File: src/rtl/i2c_sda_datapath.sv
// i2c_sda_datapath
//   Bit-level SDA engine of the I2C master. It executes byte-level
//   START / WRITE / READ / STOP commands from the master FSM. It times
//   every bit from the edges of the scl level produced by the SCL generator.
//   Transmit bytes are sent MSB first. Receive bytes are shifted in MSB
//   first. SDA is open-drain: sda_oe=1 pulls the line low.
//
//   Optional build macro: I2C_ARB_LOST_EN
//     When defined, a 1 being sent in WR_BIT that reads back as 0 on an
//     scl rise aborts the transfer and pulses arb_lost.
//     When undefined, arb_lost is tied 0.
//
//   Parameters
//     DATA_LEN   bits per data/address byte, ACK excluded (>= 2)
//     STOP_HOLD  clk cycles scl must be seen high before SDA is released
//                for STOP (>= 1)
//
//   Ports
//     clk, rst_n   clock, asynchronous active-low reset
//     scl          SCL level from the SCL generator
//     sda_in       sampled SDA line level
//     cmd_valid    command request
//     cmd          00=START 01=WRITE 10=READ 11=STOP
//     cmd_ready    command accepted when high together with cmd_valid
//     tx_byte      byte to send, latched on WRITE acceptance
//     ack_out      ACK driven after READ (0=ACK), latched on acceptance
//     sda_oe       1 = drive SDA low
//     rx_byte      last received byte
//     ack_in       ACK sampled after WRITE (0=ACK)
//     done         one-cycle pulse at command completion
//     busy         high whenever not IDLE
//     arb_lost     arbitration-loss pulse
module i2c_sda_datapath #(
  parameter int unsigned DATA_LEN  = 8,
  parameter int unsigned STOP_HOLD = 2
) (
  input  logic                clk,
  input  logic                rst_n,
  input  logic                scl,
  input  logic                sda_in,
  input  logic                cmd_valid,
  input  logic [1:0]          cmd,
  output logic                cmd_ready,
  input  logic [DATA_LEN-1:0] tx_byte,
  input  logic                ack_out,
  output logic                sda_oe,
  output logic [DATA_LEN-1:0] rx_byte,
  output logic                ack_in,
  output logic                done,
  output logic                busy,
  output logic                arb_lost
);

  localparam int unsigned CNT_W  = (DATA_LEN > 1) ? $clog2(DATA_LEN) : 1;
  localparam int unsigned HOLD_W = (STOP_HOLD > 1) ? $clog2(STOP_HOLD) : 1;
  localparam logic [CNT_W-1:0]  CNT_LAST  = CNT_W'(DATA_LEN - 1);
  localparam logic [HOLD_W-1:0] HOLD_LAST = HOLD_W'(STOP_HOLD - 1);

  typedef enum logic [2:0] {
    S_IDLE,
    S_START,
    S_WR_BIT,
    S_WR_ACK,
    S_RD_BIT,
    S_RD_ACK,
    S_STOP_LOW,
    S_STOP_HIGH
  } state_e;

  typedef enum logic [1:0] {
    CMD_START = 2'b00,
    CMD_WRITE = 2'b01,
    CMD_READ  = 2'b10,
    CMD_STOP  = 2'b11
  } cmd_e;

  state_e              state_q, state_d;
  logic                sda_oe_q, sda_oe_d;
  logic                done_q, done_d;
  logic [DATA_LEN-1:0] rx_q, rx_d;
  logic [DATA_LEN-1:0] shreg_q, shreg_d;
  logic                ack_in_q, ack_in_d;
  logic                ack_out_q, ack_out_d;
  logic [CNT_W-1:0]    cnt_q, cnt_d;
  logic [HOLD_W-1:0]   hold_q, hold_d;
  logic                scl_q;
  logic                scl_fall, scl_rise;
  logic                accept;
  logic                arb_hit;
  cmd_e                cmd_dec;

  assign cmd_dec  = cmd_e'(cmd);
  assign scl_fall = scl_q & ~scl;
  assign scl_rise = ~scl_q & scl;

  assign sda_oe  = sda_oe_q;
  assign done    = done_q;
  assign rx_byte = rx_q;
  assign ack_in  = ack_in_q;
  assign busy    = (state_q != S_IDLE);

  // START must be issued with scl high; every other command with scl low.
  always_comb begin
    cmd_ready = 1'b0;
    if (state_q == S_IDLE) begin
      if (cmd_dec == CMD_START) cmd_ready = scl;
      else                      cmd_ready = ~scl;
    end
  end

  assign accept = cmd_valid & cmd_ready;

`ifdef I2C_ARB_LOST_EN
  logic arb_q;

  // A released line (sending 1) read back low means another master won.
  assign arb_hit  = (state_q == S_WR_BIT) & scl_rise & ~sda_oe_q & ~sda_in;
  assign arb_lost = arb_q;

  always_ff @(posedge clk or negedge rst_n) begin
    if (!rst_n) arb_q <= 1'b0;
    else        arb_q <= arb_hit;
  end
`else
  assign arb_hit  = 1'b0;
  assign arb_lost = 1'b0;
`endif

  always_comb begin
    state_d   = state_q;
    sda_oe_d  = sda_oe_q;
    done_d    = 1'b0;
    rx_d      = rx_q;
    shreg_d   = shreg_q;
    ack_in_d  = ack_in_q;
    ack_out_d = ack_out_q;
    cnt_d     = cnt_q;
    hold_d    = hold_q;

    case (state_q)
      S_IDLE: begin
        if (accept) begin
          case (cmd_dec)
            CMD_START: begin
              sda_oe_d = 1'b1;
              state_d  = S_START;
            end
            CMD_WRITE: begin
              shreg_d  = tx_byte;
              sda_oe_d = ~tx_byte[DATA_LEN-1];
              cnt_d    = CNT_LAST;
              state_d  = S_WR_BIT;
            end
            CMD_READ: begin
              ack_out_d = ack_out;
              sda_oe_d  = 1'b0;
              cnt_d     = CNT_LAST;
              state_d   = S_RD_BIT;
            end
            default: begin
              sda_oe_d = 1'b1;
              state_d  = S_STOP_LOW;
            end
          endcase
        end
      end

      S_START: begin
        done_d  = 1'b1;
        state_d = S_IDLE;
      end

      S_WR_BIT: begin
        if (arb_hit) begin
          sda_oe_d = 1'b0;
          state_d  = S_IDLE;
        end else if (scl_fall) begin
          if (cnt_q != '0) begin
            // The shift register's MSB is always the bit on the wire.
            cnt_d    = cnt_q - CNT_W'(1);
            shreg_d  = {shreg_q[DATA_LEN-2:0], 1'b0};
            sda_oe_d = ~shreg_q[DATA_LEN-2];
          end else begin
            sda_oe_d = 1'b0;
            state_d  = S_WR_ACK;
          end
        end
      end

      S_WR_ACK: begin
        if (scl_rise) begin
          ack_in_d = sda_in;
        end else if (scl_fall) begin
          done_d  = 1'b1;
          state_d = S_IDLE;
        end
      end

      S_RD_BIT: begin
        if (scl_rise) begin
          rx_d = {rx_q[DATA_LEN-2:0], sda_in};
        end else if (scl_fall) begin
          if (cnt_q != '0) begin
            cnt_d = cnt_q - CNT_W'(1);
          end else begin
            sda_oe_d = ~ack_out_q;
            state_d  = S_RD_ACK;
          end
        end
      end

      S_RD_ACK: begin
        if (scl_fall) begin
          sda_oe_d = 1'b0;
          done_d   = 1'b1;
          state_d  = S_IDLE;
        end
      end

      S_STOP_LOW: begin
        if (scl_rise) begin
          hold_d  = '0;
          state_d = S_STOP_HIGH;
        end
      end

      S_STOP_HIGH: begin
        // scl dropping before the hold time expires restarts the wait.
        if (!scl) begin
          state_d = S_STOP_LOW;
        end else if (hold_q == HOLD_LAST) begin
          sda_oe_d = 1'b0;
          done_d   = 1'b1;
          state_d  = S_IDLE;
        end else begin
          hold_d = hold_q + HOLD_W'(1);
        end
      end

      default: begin
        state_d = S_IDLE;
      end
    endcase
  end

  always_ff @(posedge clk or negedge rst_n) begin
    if (!rst_n) begin
      state_q   <= S_IDLE;
      sda_oe_q  <= 1'b0;
      done_q    <= 1'b0;
      rx_q      <= '0;
      shreg_q   <= '0;
      ack_in_q  <= 1'b1;
      ack_out_q <= 1'b0;
      cnt_q     <= '0;
      hold_q    <= '0;
      scl_q     <= 1'b1;
    end else begin
      state_q   <= state_d;
      sda_oe_q  <= sda_oe_d;
      done_q    <= done_d;
      rx_q      <= rx_d;
      shreg_q   <= shreg_d;
      ack_in_q  <= ack_in_d;
      ack_out_q <= ack_out_d;
      cnt_q     <= cnt_d;
      hold_q    <= hold_d;
      scl_q     <= scl;
    end
  end

endmodule

File: config.mk
export PLATFORM = sky130hd
export DESIGN_NAME = i2c_sda_datapath
export DESIGN_NICKNAME = d
export VERILOG_FILES = /design/src/rtl/i2c_sda_datapath.sv
export SDC_FILE = /design/constraint.sdc
export NUM_CORES = 1
export LEC_CHECK = 0
export BUFFER_PORTS_ARGS = -buffer_cell sky130_fd_sc_hd__buf_2
export CORE_MARGIN = 3
export CORE_UTILIZATION = 25
export CTS_BUF_LIST = sky130_fd_sc_hd__clkbuf_8
export CTS_CLUSTER_SIZE = 28
export DETAILED_ROUTE_END_ITERATION = 10
export SKIP_LAST_GASP = 1
export SLEW_MARGIN = 20
export SYNTH_ARGS = -nofsm -noshare
export SYNTH_HDL_FRONTEND = slang
export SYNTH_SLANG_ARGS = --single-unit
export TNS_END_PERCENT = 10
File: constraint.sdc
create_clock -name clk -period 1.6 [get_ports clk]
set_input_delay 0.16 -clock clk [delete_from_list [all_inputs] [get_ports clk]]
set_output_delay 0.16 -clock clk [all_outputs]
set_load 0.02 [all_outputs]
==> flow_summary.yaml, run 1 <==
run_status:
  status: "complete, but fails checks"
  failed_checks: "setup timing"
clocking:
  clk_pin_slew_ns: 0.09
  clk_latency_ns: 0.27
  cts_buffers: 3
  clock_tree.htree_level_count: 1
  cts_root_buffer: "clkbuf_8"
  cts_buffer_depth: 2
  cts.sink_count: 27
  cts_tree: "built"
cells_and_area:
  layout.cell_area.non_filler_mm2: 0.002200
  finalCoreUtilization_pct: 35.67
  nFillCells: 638
  layout.nets: 238
  final_layout_size_suffix_gt1_share_pct: 45.58
  final_cell_count_no_fill: 290
  synthToLayoutAreaGrowth_pct: 33.18
  num_antenna_cells: 0
critical_path:
  critPathRequiredTime_ns: 1.44
  timing.critical_path.slowest_stage_cell: "dfrtp_2"
  r2r_setup_slack_ns: 0.03
  critical-path-max-stage-delay_ns: 0.48
  crit_arrival_ns: 1.46
  largest_driver_fanout_on_the_critical_path: 6
  timing_worst_setup_path_type: "reg -> out"
  cp_cell_sequence: "or3_4 > buf_4 > nor2_4 > buf_6"
  crit_path_end_kind: "primary output"
  startpoint_type: "flop"
power_and_ir_drop:
  share_seq_of_total_power_pct: 32.2
  swShare_pct: 41.04
  switching_power_mw: 1.523
  power.share.clock_pct: 10.2
  internal-power_mw: 2.188
  power-per-cell-area_mw_per_mm2: 1687
  vdd_ir_drop_max_mv: 0.6090
  total_leakage_power_nw: 0.9760
  report.power.total_mw: 3.711
  p_comb_share_pct: 57.6
logic_synthesis:
  post_synth_instance_area_mm2: 0.001652
  post_synth_inst_count: 163
  ys_dominant_reg_cell: "dfrtp_1"
  avgSynthCellArea_um2: 10.13
  postSynthRegisterBits: 27
  synth_warnings: 0
  synthMostInstantiatedCell: "dfrtp_1"
  syn-num-nets: 185
  largest_area_contributor_in_the_netlist: "dfrtp_1"
  netlist_top_cells_area: "dfrtp_1, mux2_2, ha_1"
  ys_top_cells_by_count: "dfrtp_1, nor2_1, o21ai_0, nand2_1, mux2_2"
  count_of_flip_flops_with_a_built_in_enable_after_synthesis: 0
  synth.yosys.seq_area_share_pct: 41.06
  synth_top_area_share_pct: 37.88
  ys_async_sr_fraction_pct: 100.0
  ys_types: 50
grt:
  via_count_of_the_first_global_routing_pass: 1333
  grt_antenna_before_repair: 0
  grtUsageMet2_pct: 17.19
  grt_max_degree: 28
  top_usage_layer: "met2"
  grt.met3_usage_pct: 2.649
  overflow: 0
  grt_util_met1_pct: 13.01
  grt_pass1_wl_um: 6203
  globalRouteTotalUtil_pct: 10.16
die:
  rows: 28
  initial_utilization_pct: 26.79
  area_of_the_die_mm2: 0.007618
  top_level_ports: 30
  dieWidth_um: 87.28
  fp.dieH_um: 87.28
  core_region_area_mm2: 0.006166
timing:
  totalNegativeSetupSlack_ns: -0.01921
  post-route-period-util_pct: 101.2
  finalSetupViolCount: 1
  rsz_0062_raised_after_global_routing: "yes"
  worst_slew_pin_slew_ns: 0.6493
  finalCriticalPeriod_ns: 1.619
  worst_slew_margin_rel_pct: 56.71
  timing_hold_violations_final: 0
  timing.fmax_mhz: 617.6
  timing.clock.skew_ns: 0.004228
  whs_ns: 0.1075
  finalMaxSlewViolations: 0
  final_critical_path_setup_slack_ns: -0.01921
place:
  placed_instances: 282
  dpl_worst_slack_ns: -0.1254
  finalWeightedCongestion: 0.8739
  port_buffers: 28
  detailed_place.area_mm2: 0.002039
  hpwl_um: 2803
drt:
  detailedRoute.firstIterationViolations: 39
  post-route-drc-count: 0
  ant_nets: 0
  via_per_inst: 4.738
  drt-pass1-iter-count: 4
  num_vias: 1374
  finalWirelength_um: 3787
  avgRoutedWirePerCell_um: 13.06
run:
  max_cap_violations: 0
worst_hold_path:
  hold_path_class: "in -> reg"
-- power groups by stage --
stage	clock network (mW)	registers [mW]	logic, mW
finish	0.380	1.19	2.14
global route	0.432	1.22	2.33
CTS	0.413	1.18	2.07
detailed placement	0	1.20	1.92
global placement	0	1.19	1.92
floorplan	0	1.26	1.15
-- state kept, by name, summed over array words and instances (netlist names) --
register	count
ack_in	1
hold_q	1
state_q	3
rx_byte	8
cnt_q	3
sda_oe	1
done	1
scl_q	1
ack_out_q	1
shreg_q	7
-- placed cells by master, fill, tap and decap left out, types with 2 or more instances in the layout --
| cell | n |
|---|---|
| mux2i_1 | 7 |
| nand2b_1 | 2 |
| clkbuf_8 | 3 |
| xor2_1 | 2 |
| buf_12 | 2 |
| buf_2 | 27 |
| nand2b_4 | 2 |
| inv_1 | 6 |
| a31oi_1 | 2 |
| ha_1 | 5 |
| buf_4 | 27 |
| o21ai_0 | 12 |
| dfstp_2 | 2 |
| nand2_1 | 11 |
| nor2_1 | 15 |
| dfrtp_1 | 23 |
| dfrtp_2 | 2 |
| a21oi_2 | 4 |
| a21oi_1 | 5 |
| nand3_1 | 4 |
| o21ai_1 | 3 |
| mux2_2 | 10 |
-- critical path: cells and delay by family, from the launching register on --
family | cells | cell delay, ns
buf+inv | 2 | 0.26
flops | 1 | 0.48
simple gates | 2 | 0.44
-- per-layer routing --
metal	wire, um	vias to the layer above
met2	1914	41
met4	0	0
met5	0	-
met3	174	0
met1	1698	655
li1	-	678
-- timing repair --
action	4_1_cts	5_1_grt
hold endpoints to repair	25	0
gates cloned	0	0
setup buffers	3	0
pin swaps	2	1
gates resized for setup	11	9
setup endpoints to repair	6	12
hold buffers	1	0
-- cell families (layout without fill, tap and decap cells) --
logic type                 count (synthesis)  after routing  share of synthesized area (%)
AOI/OAI and AO/OA                         38             38                          16.52
xor gates and xnor gates                   3              3                          2.046
adders and majority gates                  7              7                          5.151
buffers and inverters                     17             69                          5.606
DFF                                       27             27                          41.06
muxes                                     18             18                          11.74
other                                      1              1                         0.2271
and+or+nand+nor                           52             52                          17.65
-- worst paths after layout --
path | start | endpoint | cells after the start
worst max-delay path | state_q[1]$_DFFE_PN0P_ | cmd_ready | 4
worst min-delay path | ack_out | ack_out_q$_DFFE_PN0P_ | 2
worst max register to register | state_q[1]$_DFFE_PN0P_ | sda_oe$_DFFE_PN0P_ | 6
worst min register to register | sda_oe$_DFFE_PN0P_ | sda_oe$_DFFE_PN0P_ | 1
max in group asynchronous | rst_n | state_q[2]$_DFFE_PN0P_ | 2
min in group asynchronous | rst_n | rx_byte[0]$_DFFE_PN0P_ | 2
-- final cells by class --
class / count / area [um2] / share of cell area [%]
clock buffers: 3 / 41.29 / 1.877
flip-flops and latches: 27 / 680.7 / 30.94
clock inverters: 1 / 3.754 / 0.1706
multi-input cells: 119 / 950.9 / 43.23
well taps: 75 / 93.84 / 4.266
inverters: 7 / 30.03 / 1.365
repair buffers: 58 / 399.1 / 18.15
Note: power is estimated with default switching activity, not from simulation.
==> run 2, diff against run 1 <==
CORE_MARGIN = not set   (was 3)
CORE_UTILIZATION = 40   (was 25)
==> run 2 against run 1 <==
Compared with the run above:
- the flow still finishes with violations (setup timing)
- register-to-register slack worse by 0.06 ns
- die area down 42%
- critical path type unchanged
- clock-buffer cell count unchanged
- sequential share of layout area up 0.19 points
- global-route usage up 7.9 points
- critical path depth up 1
- setup slack worse by 0.058 ns
- sequential power about the same
- clock skew down 0.00078 ns
- sequential cell count unchanged
==> flow_summary.yaml, run 2 (synthesis gave the netlist of run 1 again) <==
drt:
  finalWirelength_um: 3715
  top_signal_layer_used: "met4"
  detailedRoute.firstIterationViolations: 39
  post-route-drc-count: 0
  avgRoutedWirePerCell_um: 14.07
  met3_length_um: 192
  route.layer.met1.wl_um: 1609
  dr_wl_met2_um: 1866
  ant_nets: 0
  drt-pass1-iter-count: 4
  via_per_inst: 5.360
  num_vias: 1415
clocking:
  cts_tree: "built"
  clock_tree.htree_level_count: 1
  cts_buffers: 3
  cts.sink_count: 27
  clk_pin_slew_ns: 0.09
  cts_root_buffer: "clkbuf_8"
  clk_latency_ns: 0.27
  cts_buffer_depth: 2
die:
  rows: 22
  fp.dieH_um: 66.26
  dieWidth_um: 66.26
  core_region_area_mm2: 0.003799
  initial_utilization_pct: 43.48
  top_level_ports: 30
  area_of_the_die_mm2: 0.004390
place:
  port_buffers: 28
  finalWeightedCongestion: 0.8674
  hpwl_um: 2675
  detailed_place.area_mm2: 0.001998
  dpl_worst_slack_ns: -0.1807
power_and_ir_drop:
  total_leakage_power_nw: 0.9836
  vdd_ir_drop_max_mv: 0.8983
  power-per-cell-area_mw_per_mm2: 1752
critical_path:
  crit_path_end_kind: "primary output"
  r2r.worst_path.cells: 7
  timing_worst_setup_path_type: "reg -> out"
  startpoint_type: "flop"
  largest_driver_fanout_on_the_critical_path: 6
  r2r_setup_slack_ns: -0.03
  critPathRequiredTime_ns: 1.44
  crit_arrival_ns: 1.52
cells_and_area:
  layout.cells.most_common_list: "buf_2, buf_4, dfrtp_1"
  layout.cell_area.non_filler_mm2: 0.002182
  final-seq-area_um2: 679.4
  layout.nets: 239
  final_layout_size_suffix_gt1_share_pct: 45.83
  num_antenna_cells: 0
  number_of_flip_flops_under_the_largest_register_name: 8
  synthToLayoutAreaGrowth_pct: 32.12
  finalCoreUtilization_pct: 57.44
  nFillCells: 323
  multi_input_area_um2: 955.9
timing:
  worst_slew_margin_rel_pct: 58.08
  post-route-period-util_pct: 104.9
  timing.clock.skew_ns: 0.003451
  timing_hold_violations_final: 0
  final_critical_path_setup_slack_ns: -0.07767
  whs_ns: 0.09137
  finalCriticalPeriod_ns: 1.678
  finalMaxSlewViolations: 0
  finalSetupViolCount: 6
  timing.fmax_mhz: 596.1
  rsz_0062_raised_after_global_routing: "yes"
  worst_slew_pin_slew_ns: 0.6289
worst_hold_path:
  hold-path-cell-count: 1
  hold_path_class: "in -> reg"
run:
  max_cap_violations: 0
run_status:
  failed_checks: "setup timing"
  status: "complete, but fails checks"
grt:
  grt_pass1_wl_um: 6210
  globalRouteTotalUtil_pct: 18.08
  grt_antenna_before_repair: 0
  grt_max_degree: 28
  via_count_of_the_first_global_routing_pass: 1409
  overflow: 0
## run 2: cell types whose count changed in the layout (fill, tap and decap cells not counted), sizes merged
cell	delta
clkinv	+1
buf	+1
inv	-1
## run 2: cell type report
cell class,instances,area share [%]
clock inverter,1,0.2294
timing repair buffer,59,18.81
inverter,7,1.376
sequential,27,31.14
clock buffer,3,1.892
tap,48,2.752
multi-input combinational,119,43.81
## run 2: per-layer routing
metal / track usage [%] / up-vias
met5: 0 / -
met4: 4.521 / 0
met3: 2.069 / 6
met2: 31.25 / 56
met1: 23.85 / 674
li1: - / 679
## run 2: through the flow
stage	cells	setup TNS (ns)	power (mW)
final	264	-0.1836	3.822
after global routing	264	-0.8815	4.113
after CTS	263	-0.4309	3.644
after detailed placement	254	-0.6290	3.121
after global placement	254	-0.1902	3.064
after floorplan	163	0	2.411
## run 2: path summary, 6_finish.rpt
path / endpoint / from
min reg2reg: ack_out_q$_DFFE_PN0P_ / ack_out_q$_DFFE_PN0P_
max in group asynchronous: state_q[2]$_DFFE_PN0P_ / rst_n
min in group asynchronous: rx_byte[0]$_DFFE_PN0P_ / rst_n
min: scl_q$_DFF_PN1_ / scl
max reg2reg: sda_oe$_DFFE_PN0P_ / state_q[1]$_DFFE_PN0P_
max: cmd_ready / state_q[1]$_DFFE_PN0P_
## run 2: critical path, cell delays in order, from the launching register on
cell     delay (ns)
dfrtp_1        0.42
buf_12         0.15
or3_4          0.34
buf_6          0.13
nor2_4         0.09
buf_6          0.11
## run 2: report_power, final
group	internal, mW	total [mW]	switching, mW
clock network	0.174	0.384	0.209
registers	0.973	1.18	0.204
logic	1.10	2.26	1.16
## run 2: what timing repair did
| action | in CTS | in global routing |
|---|---|---|
| endpoints found under the setup margin | 13 | 23 |
| gates resized for setup | 9 | 13 |
| hold buffers | 1 | 0 |
| hold endpoints to repair | 25 | 0 |
| pin swaps | 2 | 3 |
| cloned | 0 | 0 |
| buffers inserted | 4 | 1 |
==> run 3, diff against run 2 <==
CORE_MARGIN = 5   (was not set)
==> run 3 against run 2 <==
Compared with the run above:
- hold slack got worse by 0.019 ns
- the run still ends with setup timing left
- critical endpoint is now cnt_q[1]$_DFFE_PN0P_
- critical path type is now reg -> reg
- cell area up 0.29%
- clock power rose by 7.3%
- clock-buffer cell count unchanged
- via count is 0.42% higher
==> flow_summary.yaml, run 3 (synthesis gave the netlist of run 1 again) <==
clocking:
  clk_latency_ns: 0.28
  clk_pin_slew_ns: 0.10
  cts_tree: "built"
  cts_buffers: 3
  clock_tree.htree_level_count: 1
  cts.sink_count: 27
  cts_root_buffer: "clkbuf_8"
  cts_buffer_depth: 2
worst_hold_path:
  hold_path_class: "in -> reg"
power_and_ir_drop:
  power-per-cell-area_mw_per_mm2: 1748
  share_seq_of_total_power_pct: 32.1
  internal-power_mw: 2.222
  power.share.clock_pct: 10.8
  total_leakage_power_nw: 0.9827
  report.power.total_mw: 3.826
  vdd_ir_drop_max_mv: 0.6348
  swShare_pct: 41.93
  p_comb_share_pct: 57.2
  switching_power_mw: 1.604
timing:
  whs_ns: 0.07260
  worst_slew_margin_rel_pct: 58.64
  worst_slew_pin_slew_ns: 0.6203
  finalMaxSlewViolations: 0
  final_critical_path_setup_slack_ns: -0.02783
  rsz_0062_raised_after_global_routing: "yes"
  finalSetupViolCount: 3
  timing_hold_violations_final: 0
  timing.clock.skew_ns: 0.002139
  post-route-period-util_pct: 101.7
  finalCriticalPeriod_ns: 1.628
  timing.fmax_mhz: 614.3
place:
  hpwl_um: 2818
  placed_instances: 256
  finalWeightedCongestion: 0.8238
  dpl_worst_slack_ns: -0.1665
  port_buffers: 28
cells_and_area:
  multi_input_area_um2: 955.9
  layout.cells.most_common_list: "buf_4, buf_2, dfrtp_1"
  mostFrequentLayoutCell: "buf_4"
  final_layout_size_suffix_gt1_share_pct: 48.17
  layout.nets: 241
  num_antenna_cells: 0
  number_of_flip_flops_under_the_largest_register_name: 8
  final_cell_count_no_fill: 268
  final-seq-area_um2: 681.9
  nFillCells: 335
  synthToLayoutAreaGrowth_pct: 32.50
drt:
  via_per_inst: 5.302
  post-route-drc-count: 0
  num_vias: 1421
  ant_nets: 0
  avgRoutedWirePerCell_um: 14.88
  detailedRoute.firstIterationViolations: 57
  drt-pass1-iter-count: 4
  finalWirelength_um: 3989
run_status:
  status: "complete, but fails checks"
  failed_checks: "setup timing"
die:
  area_of_the_die_mm2: 0.005514
  dieWidth_um: 74.26
  rows: 23
  core_region_area_mm2: 0.004000
  initial_utilization_pct: 41.29
  top_level_ports: 30
  fp.dieH_um: 74.26
grt:
  globalRouteTotalUtil_pct: 14.55
  grt_max_degree: 28
  grt_pass1_wl_um: 6375
  via_count_of_the_first_global_routing_pass: 1454
  overflow: 0
  grt_antenna_before_repair: 0
critical_path:
  largest_driver_fanout_on_the_critical_path: 7
  timing.rr.end: "cnt_q[1]$_DFFE_PN0P_"
  startpoint_type: "flop"
  regToRegStartpoint: "state_q[1]$_DFFE_PN0P_"
  critPathRequiredTime_ns: 1.82
  crit_arrival_ns: 1.84
  timing_worst_setup_path_type: "reg -> reg"
  crit_path_end_kind: "flop"
  r2r_setup_slack_ns: -0.03
  cp-startpoint: "state_q[1]$_DFFE_PN0P_"
  endpoint: "cnt_q[1]$_DFFE_PN0P_"
  r2r.worst_path.cells: 5
run:
  max_cap_violations: 0
-- run 3: area by class of cell --
class	count	share of cell area, %
clock buffers	3	1.887
clock inverters	1	0.3431
inverters	7	1.372
multi-input cells	119	43.68
flip-flops and latches	27	31.16
well taps	50	2.859
repair buffers	61	18.70
-- run 3: per-layer routing --
layer | up-vias | GRT usage (%) | share of wire (%)
li1 | 688 | - | -
met1 | 686 | 18.41 | 42
met2 | 39 | 25.39 | 51
met3 | 8 | 2.703 | 4.9
met4 | 0 | 4.150 | 1.6
met5 | - | 0 | 0
-- run 3: worst max-delay path, cell delays in order, from the launching register on --
cell and delay (ns):
dfrtp_2 0.50, clkinvlp_4 0.18, a31oi_2 0.27, o311ai_4 0.15
o21ai_0 0.27, o21a_1 0.20
-- run 3: worst min path at each step --
stage / startpoint / to / slack, ns / cells after the start
3_5_place_dp: rst_n / state_q[0]$_DFFE_PN0P_ / 0.21 / 1
3_3_place_gp: rst_n / state_q[0]$_DFFE_PN0P_ / 0.21 / 1
2_1_floorplan: rst_n / ack_out_q$_DFFE_PN0P_ / -0.14 / 0
4_1_cts: scl / scl_q$_DFF_PN1_ / 0.08 / 1
5_1_grt: scl / scl_q$_DFF_PN1_ / 0.07 / 1
6_report: scl / scl_q$_DFF_PN1_ / 0.07 / 1
-- run 3: per-stage QoR --
step                TNS [ns]  util (%)  area (um2)
floorplan                  0         -        1652
global placement     -0.1702     49.70        1988
detailed placement   -0.9745     49.70        1988
CTS                  -0.3692     52.27        2091
global route         -0.6037     54.71        2188
finish              -0.05686     54.71        2188
-- run 3: power by group through the flow --
stage | sequential [mW] | clock (mW) | combinational [mW]
3_3_place_gp | 1.20 | 0 | 1.81
3_5_place_dp | 1.22 | 0 | 1.85
6_report | 1.23 | 0.412 | 2.19
2_1_floorplan | 1.26 | 0 | 1.15
5_1_grt | 1.27 | 0.446 | 2.37
4_1_cts | 1.20 | 0.411 | 1.97
-- run 3: timing repair --
item,4_1_cts,5_1_grt
resized for setup,8,17
hold buffers,1,0
endpoints found under the hold margin,25,0
pin swaps,3,2
buffers inserted,4,4
setup endpoints to repair,13,20
